`src/rtl/btn_debounce.sv`:
```
// Multi-channel push-button debouncer with synchronizer, edge pulses and
// long-press (hold) detection. Every channel owns its own synchronizer,
// FSM, debounce counter and hold counter.
//
//   state     | meaning
//   STABLE_LO | accepted level is 0, input quiet
//   PEND_HI   | input reads 1, counting toward acceptance of a press
//   STABLE_HI | accepted level is 1, hold timer running
//   PEND_LO   | input reads 0, counting toward acceptance of a release
module btn_debounce #(
    parameter int N_CH            = 4,
    parameter int SYNC_STAGES     = 2,
    parameter int DEBOUNCE_CYCLES = 1000000,
    parameter int HOLD_CYCLES     = 100000000
) (
    input  logic            sysClk,
    input  logic            sysRstb,
    input  logic [N_CH-1:0] btnIn,
    output logic [N_CH-1:0] btnLevel,
    output logic [N_CH-1:0] btnRise,
    output logic [N_CH-1:0] btnFall,
    output logic [N_CH-1:0] btnHold
);

    localparam int MAX_C = (DEBOUNCE_CYCLES > HOLD_CYCLES) ? DEBOUNCE_CYCLES : HOLD_CYCLES;
    localparam int CW    = $clog2(MAX_C + 1);

    // The sample that enters a pending state is sample 1 with the counter at 0,
    // so acceptance happens on the sample where the counter already holds D-2.
    localparam logic [CW-1:0] DB_TC    = CW'((DEBOUNCE_CYCLES >= 2) ? DEBOUNCE_CYCLES - 2 : 0);
    localparam logic [CW-1:0] HOLD_TC  = CW'((HOLD_CYCLES >= 1) ? HOLD_CYCLES - 1 : 0);
    localparam logic [CW-1:0] HOLD_MAX = CW'(HOLD_CYCLES);

    typedef enum logic [1:0] {
        STABLE_LO = 2'd0,
        PEND_HI   = 2'd1,
        STABLE_HI = 2'd2,
        PEND_LO   = 2'd3
    } state_t;

    for (genvar i = 0; i < N_CH; i++) begin : g_ch
        logic [SYNC_STAGES-1:0] sync_q;
        logic                   s;
        state_t                 state_q, state_d;
        logic [CW-1:0]          deb_q, deb_d;
        logic [CW-1:0]          hold_q, hold_d;
        logic                   level_q, level_d;
        logic                   rise_q, rise_d;
        logic                   fall_q, fall_d;
        logic                   hevt_q, hevt_d;

        assign s = sync_q[SYNC_STAGES-1];

        // Synchronizer chain for the raw asynchronous input.
        always_ff @(posedge sysClk or negedge sysRstb) begin
            if (!sysRstb) sync_q <= '0;
            else          sync_q <= {sync_q[SYNC_STAGES-2:0], btnIn[i]};
        end

        // State, counters and registered outputs.
        always_ff @(posedge sysClk or negedge sysRstb) begin
            if (!sysRstb) begin
                state_q <= STABLE_LO;
                deb_q   <= '0;
                hold_q  <= '0;
                level_q <= 1'b0;
                rise_q  <= 1'b0;
                fall_q  <= 1'b0;
                hevt_q  <= 1'b0;
            end else begin
                state_q <= state_d;
                deb_q   <= deb_d;
                hold_q  <= hold_d;
                level_q <= level_d;
                rise_q  <= rise_d;
                fall_q  <= fall_d;
                hevt_q  <= hevt_d;
            end
        end

        // Next-state, counter and pulse decode.
        always_comb begin
            state_d = state_q;
            deb_d   = deb_q;
            hold_d  = hold_q;
            level_d = level_q;
            rise_d  = 1'b0;
            fall_d  = 1'b0;
            hevt_d  = 1'b0;

            // Hold timing keeps running through a pending release so that a
            // rejected release does not restart it; it saturates at HOLD_MAX,
            // which also limits the hold pulse to one per press.
            if ((state_q == STABLE_HI || state_q == PEND_LO) &&
                (HOLD_CYCLES > 0) && (hold_q != HOLD_MAX)) begin
                hold_d = hold_q + CW'(1);
                hevt_d = (hold_q == HOLD_TC);
            end

            case (state_q)
                STABLE_LO: begin
                    hold_d = '0;
                    if (s) begin
                        deb_d = '0;
                        if (DEBOUNCE_CYCLES == 1) begin
                            state_d = STABLE_HI;
                            level_d = 1'b1;
                            rise_d  = 1'b1;
                        end else begin
                            state_d = PEND_HI;
                        end
                    end
                end
                PEND_HI: begin
                    if (!s) begin
                        state_d = STABLE_LO;
                        deb_d   = '0;
                    end else if (deb_q == DB_TC) begin
                        state_d = STABLE_HI;
                        deb_d   = '0;
                        hold_d  = '0;
                        level_d = 1'b1;
                        rise_d  = 1'b1;
                    end else begin
                        deb_d = deb_q + CW'(1);
                    end
                end
                STABLE_HI: begin
                    if (!s) begin
                        deb_d = '0;
                        if (DEBOUNCE_CYCLES == 1) begin
                            state_d = STABLE_LO;
                            hold_d  = '0;
                            level_d = 1'b0;
                            fall_d  = 1'b1;
                            hevt_d  = 1'b0;
                        end else begin
                            state_d = PEND_LO;
                        end
                    end
                end
                PEND_LO: begin
                    if (s) begin
                        state_d = STABLE_HI;
                        deb_d   = '0;
                    end else if (deb_q == DB_TC) begin
                        // Release wins over a coincident hold so pulses stay exclusive.
                        state_d = STABLE_LO;
                        deb_d   = '0;
                        hold_d  = '0;
                        level_d = 1'b0;
                        fall_d  = 1'b1;
                        hevt_d  = 1'b0;
                    end else begin
                        deb_d = deb_q + CW'(1);
                    end
                end
                default: begin
                    state_d = STABLE_LO;
                    deb_d   = '0;
                    hold_d  = '0;
                    level_d = 1'b0;
                end
            endcase
        end

        assign btnLevel[i] = level_q;
        assign btnRise[i]  = rise_q;
        assign btnFall[i]  = fall_q;
        assign btnHold[i]  = hevt_q;
    end

endmodule

```
`config.mk`:
```
export PLATFORM = sky130hd
export DESIGN_NAME = btn_debounce
export DESIGN_NICKNAME = d
export VERILOG_FILES = /design/src/rtl/btn_debounce.sv
export SDC_FILE = /design/constraint.sdc
export NUM_CORES = 1
export LEC_CHECK = 0
export CORE_ASPECT_RATIO = 0.5
export CORE_MARGIN = 8
export CORE_UTILIZATION = 60
export CTS_BUF_LIST = sky130_fd_sc_hd__clkbuf_8
export DETAILED_ROUTE_END_ITERATION = 10
export GPL_TIMING_DRIVEN = 0
export MAX_ROUTING_LAYER = met4
export PLACE_DENSITY = 0.75
export SLEW_MARGIN = 15
export SYNTH_ARGS = -nofsm -noshare
export SYNTH_HDL_FRONTEND = slang
export SYNTH_SLANG_ARGS = --single-unit
```
`constraint.sdc`:
```
create_clock -name sysClk -period 2.8 [get_ports sysClk]
set_input_delay 0.56 -clock sysClk [delete_from_list [all_inputs] [get_ports sysClk]]
set_output_delay 0.56 -clock sysClk [all_outputs]
set_load 0.05 [all_outputs]
```
==> results.ini <==
[status]
outcome = finished, final reports clean

[synth]
post-synth-top-area-cell = dfrtp_1
synth-seq-cells = 248
synth_area_leaders = dfrtp_1 (47%), nor2_1 (5.0%), xor2_1 (4.0%), xnor2_1 (3.9%), nand2_1 (3.5%)
synthMuxAreaShare_pct = 0.9446
synth_top_area_share_pct = 46.85
synth_top_family_by_area = simple AND/OR/NAND/NOR gates
synth_fa_ha_area_share_pct = 1.511
synth-seq-area-share_pct = 46.85
synth-compound-area-share_pct = 11.22
synth_edf_count = 0
ys.flop_type = dfrtp_1
synth_area_per_cell_um2 = 9.269
async_flop_share_pct = 100.0
synthSimpleGateAreaFrac_pct = 27.39
ys_warn_count = 0
synth.net_count = 1451
netlist_instances = 1429
synth.cell_area_um2 = 13250
netlist-cell-type-count = 62
synthXorXnorAreaFrac_pct = 7.869

[sta]
tns_ns = 0
finalSetupViolCount = 0
fmax_mhz = 393.0
rsz0062_at_grt = no
fin_skew_ns = 0.01727
slew-limit-headroom_pct = 37.81
worst_slew_pin_slew_ns = 0.9257
finalHoldViolCount = 0
drv_slew = 0
finalCritPeriodShare_pct = 90.88
whs_ns = 0.3479
fin_crit_ns = 2.545

[finish]
final_cell_mix = dfrtp_1 (248), nor2_1 (176), nand2_1 (122)
final_cells = 1819
fill_cells = 1751
syn_to_final_growth_pct = 11.09
drive_gt1_share_pct = 8.558
diodes = 0
layout_commonest_cell = dfrtp_1
nets = 1514
multi_input_area_um2 = 6495
final_core_util_pct = 67.87
regArea_um2 = 6206

[cts]
tritoncts = yes
ctsHtreeMaxLevel = 2
clk_pin_slew_worst_paths_ns = 0.07
clock_latency_ns = 0.53
numCtsBuffers = 37
clockBufferDepth = 3
cts_setup_buffers = 0
clock-sinks = 248
root_buffer = clkbuf_8

[min_path]
worstHoldPathType = reg -> reg
whs_path_depth = 0

[pwr]
power_density_nw_per_um2 = 508.6
p_comb_share_pct = 7.9
swShare_pct = 25.79
p_int_mw = 5.554
seqPwrFrac_pct = 49.5
p_leak_nw = 5.992
p_clk_share_pct = 42.6
p_switching_mw = 1.930
ir_drop_mv = 0.2922

[worst_setup_path]
crit_fanout = 10
path_class = reg -> reg
cp.arrival_ns = 2.98
worst_setup_path_start_kind = flop
rr_worst_depth = 10
critPathRequiredTime_ns = 3.23
cp-end-kind = flop

[routing]
wl_per_cell_um = 15.81
ant_nets = 0
routed_via_density = 6.001
vias = 10920
drt_iter0_drc = 847
drc_errors = 0
routed_wl_mm = 28.76
drt_pass1_iterations = 5

[floorplanning]
core_um2 = 21680
start_util_pct = 61.09
die_w_um = 226.1
die-area_um2 = 27370
rows = 38
die_h_um = 121.1
io_pins = 22

[global_route]
track_usage_pct = 21.70
grt_start_max_net_pins = 101
grt_pass1_wl_mm = 49.70
antenna_found_initial = 0
grt_pass1_vias = 10570
overflow = 0

[run]
drv_cap = 0

[placement]
numPortBuffers = 21
place_inst = 1752
place_congestion = 0.9038
dpl.hpwl_mm = 19.03

Yosys cell counts (16+ instances only):
cell and n:
a21oi_1 68, and4_1 28, ha_1 16, nand4_1 68, a31oi_1 59, dfrtp_1 248
clkbuf_1 32, o21ai_0 46, nand3_1 84, nor3_1 39, xnor2_1 59, buf_4 22
nor4_1 34, and3_1 25, or3_1 18, nand2_1 122, inv_1 40, a41oi_1 21
nor2_1 176, xor2_1 60
layer usage:
layer	vias up	share of wire, %	routed length (um)	track usage (%)
met3	47	5.2	1485	3.957
met4	0	1.6	468	5.781
met5	-	0	0	-
met2	281	46	13330	33.90
li1	5310	-	-	-
met1	5277	47	13470	29.13
timing repair:
item / in CTS / in global routing
hold buffers: 1 / 0
endpoints found under the hold margin: 29 / 0
setup endpoints to repair: 0 / 24
resized for setup: 0 / 4
cells by family (layout without fill, tap and decap cells):
kind of cell | count (synthesis) | after routing
buf+inv | 114 | 204
simple gates | 684 | 684
xor+xnor | 119 | 119
fa+ha+maj | 16 | 16
compound gates | 236 | 236
mux | 12 | 12
flops | 248 | 248
power groups by stage:
| stage | registers, mW | logic (mW) | clock network, mW |
|---|---|---|---|
| after global placement | 3.77 | 0.575 | 0 |
| after detailed placement | 3.77 | 0.589 | 0 |
| after global routing | 3.71 | 0.660 | 3.41 |
| after CTS | 3.70 | 0.594 | 3.27 |
| final | 3.70 | 0.591 | 3.19 |
| after floorplan | 3.75 | 0.371 | 0 |
metrics by stage:
step           worst slack [ns]  instance area (um^2)  total power, mW
6_report                 0.2554                 14710            7.484
5_1_grt                 0.02166                 14710            7.780
4_1_cts                  0.1608                 14710            7.561
3_5_place_dp             0.1433                 13900            4.358
3_3_place_gp             -9.264                 13830            4.342
2_1_floorplan            0.5816                 13250            4.120
sequential cells by signal, indices dropped and copies added, names as in the netlist, named ones only:
register / cells
g_ch.fall_q: 4
g_ch.deb_q: 108
g_ch.hevt_q: 4
g_ch.rise_q: 4
g_ch.level_q: 4
g_ch.hold_q: 108
g_ch.sync_q: 8
g_ch.state_q: 4
critical path: stages (launching register included):
cell      delay [ns]
dfrtp_1         0.45
inv_1           0.07
ha_1            0.19
nor4b_1         0.14
and4_1          0.22
clkbuf_1        0.17
a21oi_1         0.31
buf_2           0.31
buf_2           0.30
nand3_1         0.13
mux2i_1         0.17
area by class of cell:
type                            instances  area share [%]
Buffer                                 74           2.781
Clock buffer                           49           4.583
Clock inverter                         17          0.8418
Inverter                               40           1.020
Multi-Input combinational cell       1067           44.14
Sequential cell                       248           42.18
Tap cell                              300           2.551
Timing Repair Buffer                   24           1.905
path summary, 6_finish.rpt:
check / from / to / slack (ns)
setup / recovery: g_ch[2].deb_q[0] / g_ch[2].deb_q[8] / 0.26
hold / removal: g_ch[0].sync_q[0] / g_ch[0].sync_q[1] / 0.35
setup reg to reg: g_ch[2].deb_q[0] / g_ch[2].deb_q[8] / 0.26
hold reg to reg: g_ch[0].sync_q[0] / g_ch[0].sync_q[1] / 0.35
max in group asynchronous: sysRstb / g_ch[0].hold_q[15] / 0.99
min in group asynchronous: sysRstb / g_ch[1].deb_q[23] / 0.57
Note: power is estimated with default switching activity, not from simulation.
==> patch 1: new RTL, config.mk and constraints unchanged <==
Re-encode `state_t` (4 states) as one-hot, 4 bits wide.
--- a/src/rtl/btn_debounce.sv
+++ b/src/rtl/btn_debounce.sv
@@ -33,7 +33,7 @@
 
-    typedef enum logic [1:0] {
-        STABLE_LO = 2'd0,
-        PEND_HI   = 2'd1,
-        STABLE_HI = 2'd2,
-        PEND_LO   = 2'd3
+    typedef enum logic [3:0] {
+        STABLE_LO = 4'b0001,
+        PEND_HI   = 4'b0010,
+        STABLE_HI = 4'b0100,
+        PEND_LO   = 4'b1000
     } state_t;
Formal check against the unedited RTL: same outputs for any inputs over 4 cycles, from zero or initial values and one cycle with sysRstb low; so few cycles prove little.
==> patch 1 against the unedited design <==
  * Worst setup slack worse by 0.15 ns
  * Final cell count is 3.6% higher
  * Worst hold slack got worse by 0.33 ns
  * Die area rose by 3.3%
  * Synthesized area increased by 3.7%
  * Synthesized cell count increased by 3.8%
  * Sequential power grew 2%
  * Final area rose by 3.5%
  * Routed wire length shrank 2.3%
  * Total power decreased by 0.47%
  * Clock skew is 0.0038 ns higher
  * Sequential cell count up 8
  * Maximum frequency fell by 5.6%
  * Largest cell class unchanged
==> patch 1: results (changes against the unedited design) <==
| Metric | Value |
|---|---|
| Comb power | 0.581 mW (was 0.591 mW) |
| Total GRT Usage | 0.206 (was 0.217) |
| First-pass GRT wire length | 48.6 mm (was 49.7 mm) |
| CP startpoint | g_ch[1].deb_q[8] (was g_ch[2].deb_q[0]) |
| Via count | 10700 (was 10900) |
| CTS Buf Count | 38 (was 37) |
| # fillers | 1822 (was 1751) |
| Cts repair resizes | 3 (was 0) |
| WHS | 0.0228 ns (was 0.348 ns) |
| Adder-cell share of the synthesized area | 0.0146 (was 0.0151) |
| Status | finished clean (unchanged) |
| Met2 routed WL | 13.3 mm (about the same) |
| Met1 Use GR | 0.267 (was 0.291) |
| CP endpoint | g_ch[1].hold_q[15] (was g_ch[2].deb_q[8]) |
| WL/cell | 14.9 um (was 15.8 um) |
| Met2 usage | 0.334 (was 0.339) |
| Initial DRC Count | 730 (was 847) |
| Number of global-route vias before repair | 10300 (was 10600) |
| DP HPWL | 19.2 mm (was 19.0 mm) |
| Final Skew | 0.0210 ns (was 0.0173 ns) |
| Hold/Removal Path Class | primary input to async pin (was flip-flop to flip-flop) |
| Post-Place Cells | 1814 (was 1752) |
| R2r setup slk | 0.10 ns (was 0.26 ns) |
| M3 GR Usage | 0.0410 (was 0.0396) |
| Pin count of the biggest net entering global routing | 93 (was 101) |
| Clock power frac | 0.416 (was 0.426) |
| Util after Layout | 0.672 (was 0.679) |
| Mux cell area share after synthesis | 0.00374 (was 0.00945) |
| Maximum vdd drop | 0.000411 V (was 0.000292 V) |
| Max incr delay on CP | 0.58 ns (was 0.45 ns) |
| Regs by FF count | g_ch.deb_q (108), g_ch.hold_q (108), g_ch.state_q (16) (was g_ch.deb_q (108), g_ch.hold_q (108), g_ch.sync_q (8)) |
## patch 1: critical path: cells and delay by family, from the launching register on
kind            cells  cell delay (ns)
flops               1             0.36
buf+inv             2             0.65
simple gates        4             1.25
compound gates      1             0.28
## patch 1: stage by stage
| step | setup TNS (ns) | total power, mW | setup slack (ns) |
|---|---|---|---|
| after CTS | 0 | 7.53 | 0.0597 |
| final | 0 | 7.45 | 0.104 |
| after global routing | -2.49 | 7.80 | -0.159 |
| after global placement | -2426.08 | 4.38 | -9.55 |
| after floorplan | 0 | 4.18 | 0.482 |
| after detailed placement | -1.90 | 4.40 | -0.201 |
## patch 1: final cells by class
type	count	area share
Buffer	70	0.0238
Clock buffer	48	0.0434
Clock inverter	21	0.00756
Inverter	39	0.00962
Multi-Input combinational cell	1118	0.450
Sequential cell	256	0.421
Tap cell	307	0.0252
Timing Repair Buffer	26	0.0192
==> patch 2: new RTL, same settings <==
Without the edit above. `HOLD_CYCLES`: 100000000 -> 25000000.
--- a/src/rtl/btn_debounce.sv
+++ b/src/rtl/btn_debounce.sv
@@ -13,3 +13,3 @@
     parameter int DEBOUNCE_CYCLES = 1000000,
-    parameter int HOLD_CYCLES     = 100000000
+    parameter int HOLD_CYCLES     = 25000000
 ) (
Formal check against the unedited RTL: no difference found for any inputs over 4 cycles, from zero or initial values and one cycle with sysRstb low; that may be too few to reach the edited logic, so the function may still have changed.
==> patch 2 against the unedited design <==
  * Synthesized area fell by 7.8%
  * Routed wire length fell by 4.6%
  * Die area fell by 7.0%
  * Sequential cell count fell by 16
  * Worst setup slack got worse by 0.064 ns
  * Via count fell by 8.9%
  * Worst hold slack improved by 0.00092 ns
  * First-iteration DRC count rose by 24%
  * Final cell count fell by 8.5%
  * Final area fell by 8.2%
  * Total power fell by 2.3%
  * Critical path depth fell by 1
  * Combinational power rose by 71%
==> patch 2: results (changes against the unedited design) <==
| Metric | Value |
|---|---|
| Comb power | 1.01 mW (was 0.591 mW) |
| Metal3 WL | 2.19 mm (was 1.49 mm) |
| M3 GR Usage | 0.0487 (was 0.0396) |
| Number of global-route vias before repair | 9372 (was 10600) |
| Util after Layout | 0.667 (was 0.679) |
| Pin count of the biggest net entering global routing | 93 (was 101) |
| Met2 routed WL | 10.3 mm (was 13.3 mm) |
| Sequential share of cell area | 0.430 (was 0.422) |
| Worst-margin pin slew | 0.977 ns (was 0.926 ns) |
| Sw power | 2.18 mW (was 1.93 mW) |
| Final Skew | 0.0312 ns (was 0.0173 ns) |
| R2r setup slk | 0.19 ns (was 0.26 ns) |
| Nonclk buf count | 90 (was 98) |
| Full die area | 25400 sq um (was 27400 sq um) |
| Post-synthesis sequential area ratio | 0.476 (was 0.469) |
| # fillers | 1649 (was 1751) |
| Ratio of cells with drive above 1 in the final layout | 0.0798 (was 0.0856) |
| P_leak | 5.64 nW (was 5.99 nW) |
| Fmax | 0.383 GHz (was 0.393 GHz) |
| Met1 Use GR | 0.367 (was 0.291) |
| Met2 usage | 0.291 (was 0.339) |
| WL final | 27.4 mm (was 28.8 mm) |
| Post-DR vias/cell | 5.97 (was 6.00) |
| CP startpoint | g_ch[3].deb_q[0] (was g_ch[2].deb_q[0]) |
| Largest cells by area after synthesis | dfrtp_1, nor2_1, xnor2_1, xor2_1, nand4_1 (was dfrtp_1, nor2_1, xor2_1, xnor2_1, nand2_1) |
| Arr. time, crit path | 3.06 ns (was 2.98 ns) |
| Non-clock buffer share | 0.0462 (was 0.0469) |
| Max incr delay on CP | 0.54 ns (was 0.45 ns) |
| CTS Buf Count | 36 (was 37) |
| First-pass GRT wire length | 47.4 mm (was 49.7 mm) |
| Regs by FF count | g_ch.deb_q (100), g_ch.hold_q (100), g_ch.sync_q (8) (was g_ch.deb_q (108), g_ch.hold_q (108), g_ch.sync_q (8)) |
| Clk pwr | 2.74 mW (was 3.19 mW) |
| Placed Area | 12800 sq um (was 13900 sq um) |
| R2R depth | 9 (was 10) |
| Status | finished clean (unchanged) |
| Flop+latch power | 3.56 mW (was 3.70 mW) |
| DP HPWL | 19.1 mm (was 19.0 mm) |
==> patch 2: how the worst min path moves through the flow <==
stage | from | slack, ns | to | depth (start not counted)
floorplan | sysRstb | 0.26 | async pin | 0
global placement | g_ch[0].sync_q[0] | 0.33 | g_ch[0].sync_q[1] | 0
finish | g_ch[2].sync_q[0] | 0.35 | g_ch[2].sync_q[1] | 0
global route | g_ch[3].sync_q[0] | 0.36 | g_ch[3].sync_q[1] | 0
CTS | g_ch[2].sync_q[0] | 0.36 | g_ch[2].sync_q[1] | 0
detailed placement | g_ch[0].sync_q[0] | 0.35 | g_ch[0].sync_q[1] | 0
==> patch 2: cell families (layout without fill, tap and decap cells) <==
kind of cell    count (synthesis)  after routing  share of synthesized area
fa+ha+maj                      16             16                     0.0164
xor+xnor                      134            134                     0.0961
compound gates                157            157                     0.0858
mux                            11             11                    0.00933
flops                         232            232                      0.476
buf+inv                       110            192                     0.0416
simple gates                  649            649                      0.275
